$ cat src/rtl/lsu_mem_stage_pkg.sv
// Shared definitions for the load/store memory stage.
//
// Contents:
//   - RV32I load/store width codes (funct3)
//   - bus strobe width
//   - FSM state encoding for lsu_mem_stage
//   - funct3_illegal(): flags width codes that no RV32I load/store uses
package lsu_mem_stage_pkg;

  // Data bus geometry
  localparam int unsigned DataW  = 32;
  localparam int unsigned StrbW  = DataW / 8;

  // RV32I load/store width codes
  localparam logic [2:0] Funct3B  = 3'b000;
  localparam logic [2:0] Funct3H  = 3'b001;
  localparam logic [2:0] Funct3W  = 3'b010;
  localparam logic [2:0] Funct3BU = 3'b100;
  localparam logic [2:0] Funct3HU = 3'b101;

  // Access FSM
  typedef enum logic [1:0] {
    StIdle,
    StReq,
    StWait,
    StDone
  } lsu_state_e;

  // 011, 110 and 111 are not load/store widths.
  function automatic logic funct3_illegal(input logic [2:0] funct3);
    return (funct3 == 3'b011) || (funct3[2:1] == 2'b11);
  endfunction

endpackage

$ cat src/rtl/lsu_mem_stage_align.sv
// Combinational data alignment for the load/store stage.
//
// Request side (driven from the live core request):
//   req_we_i      1   1 = store, 0 = load
//   req_funct3_i  3   RV32I width code
//   req_off_i     2   byte offset inside the word (addr[1:0])
//   req_wdata_i   32  store data as read from rs2
//   misalign_o    1   access is misaligned or the width code is illegal
//   wstrb_o       4   byte strobes for the bus (all zero for loads)
//   wdata_o       32  store data replicated onto every byte lane it may occupy
//
// Load side (driven from the latched request and the bus read data):
//   ld_funct3_i   3   latched width code
//   ld_off_i      2   latched byte offset
//   ld_rdata_i    32  raw read word from the bus
//   ld_data_o     32  shifted and sign/zero-extended load result
module lsu_mem_stage_align
  import lsu_mem_stage_pkg::*;
(
  input  logic              req_we_i,
  input  logic [2:0]        req_funct3_i,
  input  logic [1:0]        req_off_i,
  input  logic [DataW-1:0]  req_wdata_i,
  output logic              misalign_o,
  output logic [StrbW-1:0]  wstrb_o,
  output logic [DataW-1:0]  wdata_o,

  input  logic [2:0]        ld_funct3_i,
  input  logic [1:0]        ld_off_i,
  input  logic [DataW-1:0]  ld_rdata_i,
  output logic [DataW-1:0]  ld_data_o
);

  logic [DataW-1:0] ld_shifted;

  // Store lanes and alignment check. Only funct3[1:0] selects the width; the
  // illegal codes are caught separately below.
  always_comb begin
    misalign_o = 1'b0;
    wstrb_o    = '0;
    wdata_o    = req_wdata_i;
    unique case (req_funct3_i[1:0])
      2'b00: begin
        wdata_o = {4{req_wdata_i[7:0]}};
        wstrb_o = 4'b0001 << req_off_i;
      end
      2'b01: begin
        misalign_o = req_off_i[0];
        wdata_o    = {2{req_wdata_i[15:0]}};
        wstrb_o    = 4'b0011 << req_off_i;
      end
      2'b10: begin
        misalign_o = |req_off_i;
        wstrb_o    = 4'b1111;
      end
      default: begin
        misalign_o = 1'b1;
      end
    endcase
    if (funct3_illegal(req_funct3_i)) begin
      misalign_o = 1'b1;
    end
    if (!req_we_i) begin
      wstrb_o = '0;
    end
  end

  // Load extraction: bring the addressed byte/half down to bit 0, then extend.
  always_comb begin
    ld_shifted = ld_rdata_i >> {ld_off_i, 3'b000};
    unique case (ld_funct3_i)
      Funct3B:  ld_data_o = {{24{ld_shifted[7]}}, ld_shifted[7:0]};
      Funct3H:  ld_data_o = {{16{ld_shifted[15]}}, ld_shifted[15:0]};
      Funct3BU: ld_data_o = {24'h000000, ld_shifted[7:0]};
      Funct3HU: ld_data_o = {16'h0000, ld_shifted[15:0]};
      default:  ld_data_o = ld_rdata_i;
    endcase
  end

endmodule

$ cat src/rtl/lsu_mem_stage.sv
// Load/store memory stage.
//
// Takes the ALU result as effective address and runs one data-memory transaction
// per load/store over a req/gnt/rvalid bus. The core is stalled through lsu_busy
// until the access ends; lsu_done pulses for one cycle with the extended load data.
// Misaligned or illegal accesses finish without touching the bus, and an access
// that spends TIMEOUT_CYC cycles in REQ+WAIT is aborted with lsu_timeout.
//
// Parameters:
//   TIMEOUT_CYC   cycles allowed in REQ+WAIT before abort (>= 2)
//
// Ports:
//   clk, rst                      clock, synchronous active-high reset
//   req_valid/we/funct3/addr/wdata core request, held stable until lsu_done
//   lsu_busy                      stall (combinational)
//   lsu_done                      one-cycle completion pulse
//   lsu_rdata                     extended load data (0 for stores and faults)
//   lsu_misalign, lsu_timeout     fault flags, valid with lsu_done
//   mem_req/we/addr/wstrb/wdata   bus request, held until mem_gnt
//   mem_gnt, mem_rvalid, mem_rdata bus responses
module lsu_mem_stage
  import lsu_mem_stage_pkg::*;
#(
  parameter int unsigned TIMEOUT_CYC = 64
) (
  input  logic              clk,
  input  logic              rst,

  input  logic              req_valid,
  input  logic              req_we,
  input  logic [2:0]        req_funct3,
  input  logic [DataW-1:0]  req_addr,
  input  logic [DataW-1:0]  req_wdata,

  output logic              lsu_busy,
  output logic              lsu_done,
  output logic [DataW-1:0]  lsu_rdata,
  output logic              lsu_misalign,
  output logic              lsu_timeout,

  output logic              mem_req,
  output logic              mem_we,
  output logic [DataW-1:0]  mem_addr,
  output logic [StrbW-1:0]  mem_wstrb,
  output logic [DataW-1:0]  mem_wdata,
  input  logic              mem_gnt,
  input  logic              mem_rvalid,
  input  logic [DataW-1:0]  mem_rdata
);

  localparam int unsigned     CntW   = $clog2(TIMEOUT_CYC + 1);
  localparam logic [CntW-1:0] CntMax = CntW'(TIMEOUT_CYC);

  lsu_state_e       state_q;
  logic [CntW-1:0]  cnt_q;
  logic [CntW-1:0]  cnt_inc;
  logic             cnt_hit;

  logic [2:0]       funct3_q;
  logic [1:0]       off_q;

  logic             mem_req_q;
  logic             mem_we_q;
  logic [DataW-1:0] mem_addr_q;
  logic [StrbW-1:0] mem_wstrb_q;
  logic [DataW-1:0] mem_wdata_q;

  logic             done_q;
  logic [DataW-1:0] rdata_q;
  logic             misalign_q;
  logic             timeout_q;

  logic             st_misalign;
  logic [StrbW-1:0] st_wstrb;
  logic [DataW-1:0] st_wdata;
  logic [DataW-1:0] ld_data;

  lsu_mem_stage_align u_align (
    .req_we_i     (req_we),
    .req_funct3_i (req_funct3),
    .req_off_i    (req_addr[1:0]),
    .req_wdata_i  (req_wdata),
    .misalign_o   (st_misalign),
    .wstrb_o      (st_wstrb),
    .wdata_o      (st_wdata),
    .ld_funct3_i  (funct3_q),
    .ld_off_i     (off_q),
    .ld_rdata_i   (mem_rdata),
    .ld_data_o    (ld_data)
  );

  // cnt_q counts completed REQ/WAIT cycles; the cycle that would make it reach
  // TIMEOUT_CYC aborts instead, unless the bus completes in that same cycle.
  assign cnt_inc = cnt_q + 1'b1;
  assign cnt_hit = (cnt_inc == CntMax);

  always_ff @(posedge clk) begin
    if (rst) begin
      state_q     <= StIdle;
      cnt_q       <= '0;
      funct3_q    <= '0;
      off_q       <= '0;
      mem_req_q   <= 1'b0;
      mem_we_q    <= 1'b0;
      mem_addr_q  <= '0;
      mem_wstrb_q <= '0;
      mem_wdata_q <= '0;
      done_q      <= 1'b0;
      rdata_q     <= '0;
      misalign_q  <= 1'b0;
      timeout_q   <= 1'b0;
    end else begin
      unique case (state_q)
        StIdle: begin
          if (req_valid) begin
            cnt_q <= '0;
            if (st_misalign) begin
              state_q    <= StDone;
              done_q     <= 1'b1;
              misalign_q <= 1'b1;
            end else begin
              state_q     <= StReq;
              funct3_q    <= req_funct3;
              off_q       <= req_addr[1:0];
              mem_req_q   <= 1'b1;
              mem_we_q    <= req_we;
              mem_addr_q  <= {req_addr[31:2], 2'b00};
              mem_wstrb_q <= st_wstrb;
              mem_wdata_q <= st_wdata;
            end
          end
        end

        StReq: begin
          if (mem_gnt && (mem_we_q || mem_rvalid)) begin
            state_q   <= StDone;
            done_q    <= 1'b1;
            mem_req_q <= 1'b0;
            rdata_q   <= mem_we_q ? '0 : ld_data;
          end else if (cnt_hit) begin
            state_q   <= StDone;
            done_q    <= 1'b1;
            timeout_q <= 1'b1;
            mem_req_q <= 1'b0;
          end else begin
            cnt_q <= cnt_inc;
            if (mem_gnt) begin
              state_q   <= StWait;
              mem_req_q <= 1'b0;
            end
          end
        end

        StWait: begin
          if (mem_rvalid) begin
            state_q <= StDone;
            done_q  <= 1'b1;
            rdata_q <= ld_data;
          end else if (cnt_hit) begin
            state_q   <= StDone;
            done_q    <= 1'b1;
            timeout_q <= 1'b1;
          end else begin
            cnt_q <= cnt_inc;
          end
        end

        StDone: begin
          // The core advances past this instruction on this edge.
          state_q    <= StIdle;
          done_q     <= 1'b0;
          rdata_q    <= '0;
          misalign_q <= 1'b0;
          timeout_q  <= 1'b0;
        end

        default: begin
          state_q <= StIdle;
        end
      endcase
    end
  end

  assign lsu_busy = ((state_q == StIdle) && req_valid) ||
                    (state_q == StReq) || (state_q == StWait);

  assign lsu_done     = done_q;
  assign lsu_rdata    = rdata_q;
  assign lsu_misalign = misalign_q;
  assign lsu_timeout  = timeout_q;

  assign mem_req   = mem_req_q;
  assign mem_we    = mem_we_q;
  assign mem_addr  = mem_addr_q;
  assign mem_wstrb = mem_wstrb_q;
  assign mem_wdata = mem_wdata_q;

endmodule
$ cat config.mk
export PLATFORM = sky130hd
export DESIGN_NAME = lsu_mem_stage
export DESIGN_NICKNAME = d
export VERILOG_FILES = /design/src/rtl/lsu_mem_stage_pkg.sv /design/src/rtl/lsu_mem_stage_align.sv /design/src/rtl/lsu_mem_stage.sv
export SDC_FILE = /design/constraint.sdc
export NUM_CORES = 1
export LEC_CHECK = 0
export ABC_AREA = 1
export CORE_ASPECT_RATIO = 1.2
export CORE_MARGIN = 2
export CORE_UTILIZATION = 48
export DETAILED_ROUTE_END_ITERATION = 12
export GPL_ROUTABILITY_DRIVEN = 0
export PLACE_DENSITY = 0.87
export SYNTH_ARGS = -nofsm -noshare
export SYNTH_HDL_FRONTEND = slang
export SYNTH_SLANG_ARGS = --single-unit
$ cat constraint.sdc
create_clock -name clk -period 3.27 [get_ports clk]
set_input_delay 0.327 -clock clk [delete_from_list [all_inputs] [get_ports clk]]
set_output_delay 0.327 -clock clk [all_outputs]
set_load 0.01 [all_outputs]
==> results.py, run 1 <==
metrics = {
    "critical_path": {
        "path_class": "flip-flop to output pin",
        "arrival_ps": 1970,
        "r2r_setup_slack_ps": 1040,
        "crit_chain": "inv_1 > ha_1 > nand2_1 > nand3_1 > clkdlybuf4s50_1",
        "cp.required_ps": 2940,
        "r2r-start": "state_q[1]",
        "cp-start-kind": "flip-flop",
        "critPathMaxStageDelay_ps": 540,
        "path_max_fanout": 5,
        "end_kind": "output pin",
        "path_delay_family": "buffers and inverters",
        "worstSetupStartpoint": "state_q[0]",
        "cpMaxStageDelayCell": "clkdlybuf4s50_1",
        "path_buf_inv": 2,
    },
    "sta": {
        "rsz0062_at_grt": "false",
        "hold_ws_ps": 461,
        "max_freq_ghz": 0.435,
        "fin_crit_sh_pct": 70.3,
        "setup_tns_ps": 0,
        "finalMaxSlewViolations": 0,
        "setup_viol": 0,
        "worstMarginPinSlew_ps": 1030,
        "post-route-min-period_ps": 2300,
        "finClkSkew_ps": 9.58,
        "finalHoldViolations": 0,
        "slew_headroom_pct": 31.6,
    },
    "cts": {
        "cts_sinks": 117,
        "cts_tree": "built",
        "htreeDepth": 4,
        "cts-root-buf": "clkbuf_16",
        "clk_latency_ps": 410,
        "cts_resized": 0,
        "clkTransAtPathRegs_ps": 50,
        "cts_setup_buffers": 0,
        "cts_hold_buf": 0,
        "clk_path_buf_depth": 2,
        "cts_made_buffers": 17,
    },
    "drt": {
        "drt_iter0_drc": 308,
        "drtAntennaViolNets": 0,
        "drc": 0,
        "wl_mm": 17.3,
        "vias": 6007,
        "wl_per_cell_microns": 15.2,
        "dr.pass1.iters": 5,
        "avgViaCountPerCell": 5.31,
    },
    "global_route": {
        "antenna_found_initial": 0,
        "grt_pass1_vias": 5824,
        "grt_max_degree": 82,
        "grt_pass1_wl_mm": 27.0,
        "grt-ovfl-total": 0,
        "grt_usage_pct": 28.1,
    },
    "placement": {
        "port-buffer-count": 208,
        "post-dp-hpwl_mm": 12.1,
        "dpl_cell_area_sq_um": 7570,
    },
    "final_layout": {
        "final_util_pct": 73.6,
        "final_area_sq_um": 8160,
        "area_growth_pct": 48.5,
        "final_cell_mix": "clkdlybuf4s50_1, nand2_1, a21oi_1, dfxtp_1, o21ai_0",
        "fillers": 861,
        "final_nets": 1079,
        "final_common_cell": "clkdlybuf4s50_1",
        "diodes": 0,
        "layout-drive-gt1-share_pct": 6.44,
    },
    "hold_path": {
        "hold_start": "mem_wdata[17]",
        "hp-class": "flip-flop to flip-flop",
    },
    "die": {
        "die_w_microns": 102,
        "pin_count": 211,
        "initial_core_util_pct": 49.6,
        "dieArea_sq_um": 12300,
        "num_rows": 42,
        "core_sq_um": 11100,
        "die_h_microns": 121,
    },
    "pwr": {
        "fin_total_pwr_mw": 6.18,
        "power_leakage_nw": 3.18,
        "power_density_nw_per_um2": 757,
        "vdd_ir_drop_max_mv": 0.451,
    },
    "logic_synthesis": {
        "synth_edf_count": 0,
        "yosysWarnings": 0,
        "yosys_register_bits": 117,
        "synth.avg_cell_area_sq_um": 7.05,
        "async_flop_share_pct": 0,
        "synth.distinct_cells": 40,
        "yosys_most_used_dff": "dfxtp_1",
        "ys_seq_area_share_pct": 42.6,
        "netlist_instances": 780,
        "synth_area_sq_um": 5500,
    },
    "flow_run": {
        "cap_violations": 0,
    },
    "run_status": {
        "status": "complete, no violations",
    },
}
==> layer usage <==
| layer | up-vias | wire length, microns | global-route usage (%) |
|---|---|---|---|
| met5 | - | 0 | 0 |
| met4 | 0 | 662 | 13.6 |
| met3 | 54 | 1630 | 9.50 |
| met2 | 288 | 8500 | 48.8 |
| met1 | 2696 | 6460 | 30.0 |
| li1 | 2969 | - | - |
==> through the flow <==
step	worst slack, ps	instances
2_1_floorplan	1480	781
3_3_place_gp	602	1103
3_5_place_dp	577	1103
4_1_cts	957	1132
5_1_grt	779	1132
6_report	971	1132
==> cell usage after synthesis (2+ instances only) <==
cell type  number  area [sq um]
or2_2           2          12.5
nand3_1        20           100
nor2_4          2          22.5
nand4_1         2          12.5
o21ai_1         4          20.0
buf_2          10          50.1
nor3_2          2          20.0
a31oi_1         3          18.8
o21ai_2         2          17.5
nor3_1          2          10.0
ha_1            6          75.1
a221oi_1        6          52.6
dfxtp_1       117          2340
inv_1          55           206
nor2_1         55           206
clkbuf_1       23          86.3
inv_2           5          18.8
o21ai_0        82           410
nor2_2          8          50.1
inv_4           2          12.5
buf_6           3          33.8
a21oi_1       151           756
o22ai_1         9          56.3
nand2_1       185           694
buf_4           9          67.6
==> layout make-up <==
| cell class | count | area, sq um | area share [%] |
|---|---|---|---|
| Inverter | 63 | 241 | 2.96 |
| Tap cell | 154 | 193 | 2.36 |
| Multi-Input combinational cell | 556 | 2680 | 32.8 |
| Sequential cell | 117 | 2340 | 28.7 |
| Clock inverter | 3 | 65.1 | 0.797 |
| Clock buffer | 26 | 529 | 6.48 |
| Timing Repair Buffer | 213 | 2110 | 25.9 |
==> final timing paths <==
path	to	depth (start not counted)
max reg2reg	cnt_q[3]	8
min reg2reg	mem_wdata[17]	2
max	lsu_busy	5
min	mem_wdata[17]	2
==> report_power, final <==
part	total, mW	leakage, nW	switching [mW]	internal, mW
Clock	1.86	0.294	0.606	1.25
Sequential	1.96	0.956	0.205	1.76
Combinational	2.36	1.93	1.32	1.04
==> registers in the layout, summed over array words and instances, names as in the netlist, 2 cells and up <==
signal / cells
mem_wstrb: 4
mem_addr: 30
mem_wdata: 32
state_q: 2
funct3_q: 3
lsu_rdata: 32
cnt_q: 7
off_q: 2
==> logic make-up after synthesis <==
family | after synthesis | share of synthesized area (%)
buf+inv | 108 | 8.72
compound gates | 265 | 25.7
flops | 117 | 42.6
other cells | 1 | 0.0682
simple gates | 283 | 21.5
fa+ha+maj | 6 | 1.37
==> tightest hold or removal path, delay by kind of cell, from the launching register on <==
family             cells  cell delay (ps)
AOI/OAI and AO/OA      1               50
DFF                    1              300
and+or+nand+nor        1               60
Note: power is estimated with default switching activity, not from simulation.
==> run 2, diff against run 1 <==
- CORE_UTILIZATION: 48 -> 40
- PLACE_DENSITY: 0.87 -> 0.77
- clock period: 3.27 -> 1.95 ns (I/O delays scaled with it)
==> results.py, run 2 (synthesized netlist as in run 1, its figures left out) <==
metrics = {
    "critical_path": {
        "path_max_fanout": 8,
        "cp-start-kind": "flip-flop",
        "r2r-start": "cnt_q[1]",
        "critPathMaxStageDelay_ps": 380,
        "r2r-end": "cnt_q[3]",
        "cpMaxStageDelayCell": "dfxtp_1",
        "path_delay_family": "simple AND/OR/NAND/NOR gates",
        "end_kind": "flip-flop",
        "reg2regPathDepth": 9,
        "cp.depth": 9,
        "crit_chain": "ha_2 > nand2_1 > o21ai_0 > nand2_1 > nor2_2 > nand3_2 > nand2_1 > o21ai_0 > a21oi_1",
        "arrival_ps": 2180,
        "path_buf_inv": 0,
        "cp.required_ps": 2270,
        "crit_path_frequent_cell": "nand2_1",
        "r2r_setup_slack_ps": 100,
        "path_class": "flip-flop to flip-flop",
    },
    "hold_path": {
        "hold_end": "mem_addr[19]",
        "hold_start": "req_addr[19]",
        "hp-class": "input pin to flip-flop",
        "hold_path_depth": 3,
    },
    "sta": {
        "finClkSkew_ps": 12.9,
        "worstMarginPinSlew_ps": 879,
        "post-route-min-period_ps": 1850,
        "fin_crit_sh_pct": 95.0,
        "hold_ws_ps": 337,
        "setup_viol": 0,
        "finalHoldViolations": 0,
        "finalMaxSlewViolations": 0,
        "slew_headroom_pct": 41.4,
        "setup_tns_ps": 0,
        "max_freq_ghz": 0.540,
    },
    "pwr": {
        "power_density_nw_per_um2": 1240,
        "vdd_ir_drop_max_mv": 0.738,
        "power_leakage_nw": 3.28,
    },
    "global_route": {
        "grt_pass1_vias": 5581,
        "grt_pass1_wl_mm": 27.7,
        "grt_max_degree": 82,
        "grt-ovfl-total": 0,
        "grt_usage_pct": 23.4,
        "antenna_found_initial": 0,
    },
    "die": {
        "die_w_microns": 111,
        "die_h_microns": 132,
        "num_rows": 46,
        "pin_count": 211,
        "initial_core_util_pct": 41.3,
        "core_sq_um": 13300,
        "dieArea_sq_um": 14700,
    },
    "cts": {
        "cts_made_buffers": 17,
        "cts-root-buf": "clkbuf_16",
        "clk_path_buf_depth": 2,
        "cts_setup_buffers": 0,
        "cts_tree": "built",
        "htreeDepth": 4,
        "cts_sinks": 117,
        "cts_hold_buf": 0,
        "clk_latency_ps": 410,
        "clkTransAtPathRegs_ps": 60,
    },
    "drt": {
        "top_layer_used": "met4",
        "dr.pass1.iters": 5,
        "avgViaCountPerCell": 5.11,
        "dr_wl_met3_mm": 1.78,
        "routed-wl-met2_mm": 8.71,
        "vias": 5969,
        "drc": 0,
        "drtAntennaViolNets": 0,
        "wl_per_cell_microns": 15.2,
        "wl_met1_mm": 6.80,
        "drt_iter0_drc": 309,
        "wl_mm": 17.7,
    },
    "placement": {
        "post-dp-hpwl_mm": 13.0,
        "port-buffer-count": 208,
    },
    "run_status": {
        "status": "complete, no violations",
    },
    "final_layout": {
        "final_common_cell": "clkdlybuf4s50_1",
        "area_growth_pct": 52.9,
        "final_cell_mix": "clkdlybuf4s50_1, nand2_1, a21oi_1, dfxtp_1, o21ai_0",
        "final_nets": 1102,
        "diodes": 0,
        "fillers": 1160,
        "layout-drive-gt1-share_pct": 9.50,
    },
    "flow_run": {
        "cap_violations": 0,
    },
}
-- run 2: area by class of cell --
class                   instances  area (sq um)  share of cell area, %
clock inverters                 5          52.6                  0.626
clock buffers                  23           478                   5.69
repair buffers                236          2360                   28.1
flip-flops and latches        117          2340                   27.9
well taps                     168           210                   2.50
inverters                      63           241                   2.87
multi-input cells             556          2710                   32.3
-- run 2: tightest hold or removal path: stages --
cell and delay [ps]:
clkdlybuf4s50_1 390, nand2_1 60, a21oi_1 50
-- run 2: through the flow --
stage	power (mW)	instance area [sq um]	utilization [%]	setup WS [ps]	cells
CTS	10.4	8380	63.0	70.8	1168
finish	10.4	8400	63.2	98.2	1168
detailed placement	7.50	7830	58.9	-23.1	1140
global route	11.1	8400	63.2	-28.1	1168
floorplan	5.60	5500	-	162	781
global placement	7.46	7830	58.9	13.4	1140
-- run 2: how the worst max path moves through the flow --
stage | from | end
2_1_floorplan | state_q[0] | lsu_rdata[14]
3_3_place_gp | req_funct3[1] | mem_wdata[21]
3_5_place_dp | req_funct3[1] | mem_wdata[23]
4_1_cts | cnt_q[0] | state_q[0]
5_1_grt | state_q[1] | cnt_q[1]
6_report | cnt_q[1] | cnt_q[3]
-- run 2: per-layer routing --
metal | GRT usage [%] | vias up
li1 | - | 3017
met4 | 9.44 | 0
met5 | 0 | -
met3 | 9.43 | 26
met1 | 25.5 | 2659
met2 | 40.6 | 267
-- run 2: where the power goes --
part	switching, mW	total [mW]	internal (mW)
Clock	1.03	2.84	1.82
Combinational	2.27	4.29	2.02
Sequential	0.332	3.28	2.95
Total	3.63	10.4	6.78
-- run 2: timing repair --
item | CTS | global route
endpoints found under the setup margin | 1 | 18
resized for setup | 8 | 6
pin swaps | 0 | 0
==> run 3, diff against run 2 <==
- CAP_MARGIN: not set -> 15
==> results of run 3 <==
The final DEF is identical to that of run 2; final timing and power are the same.
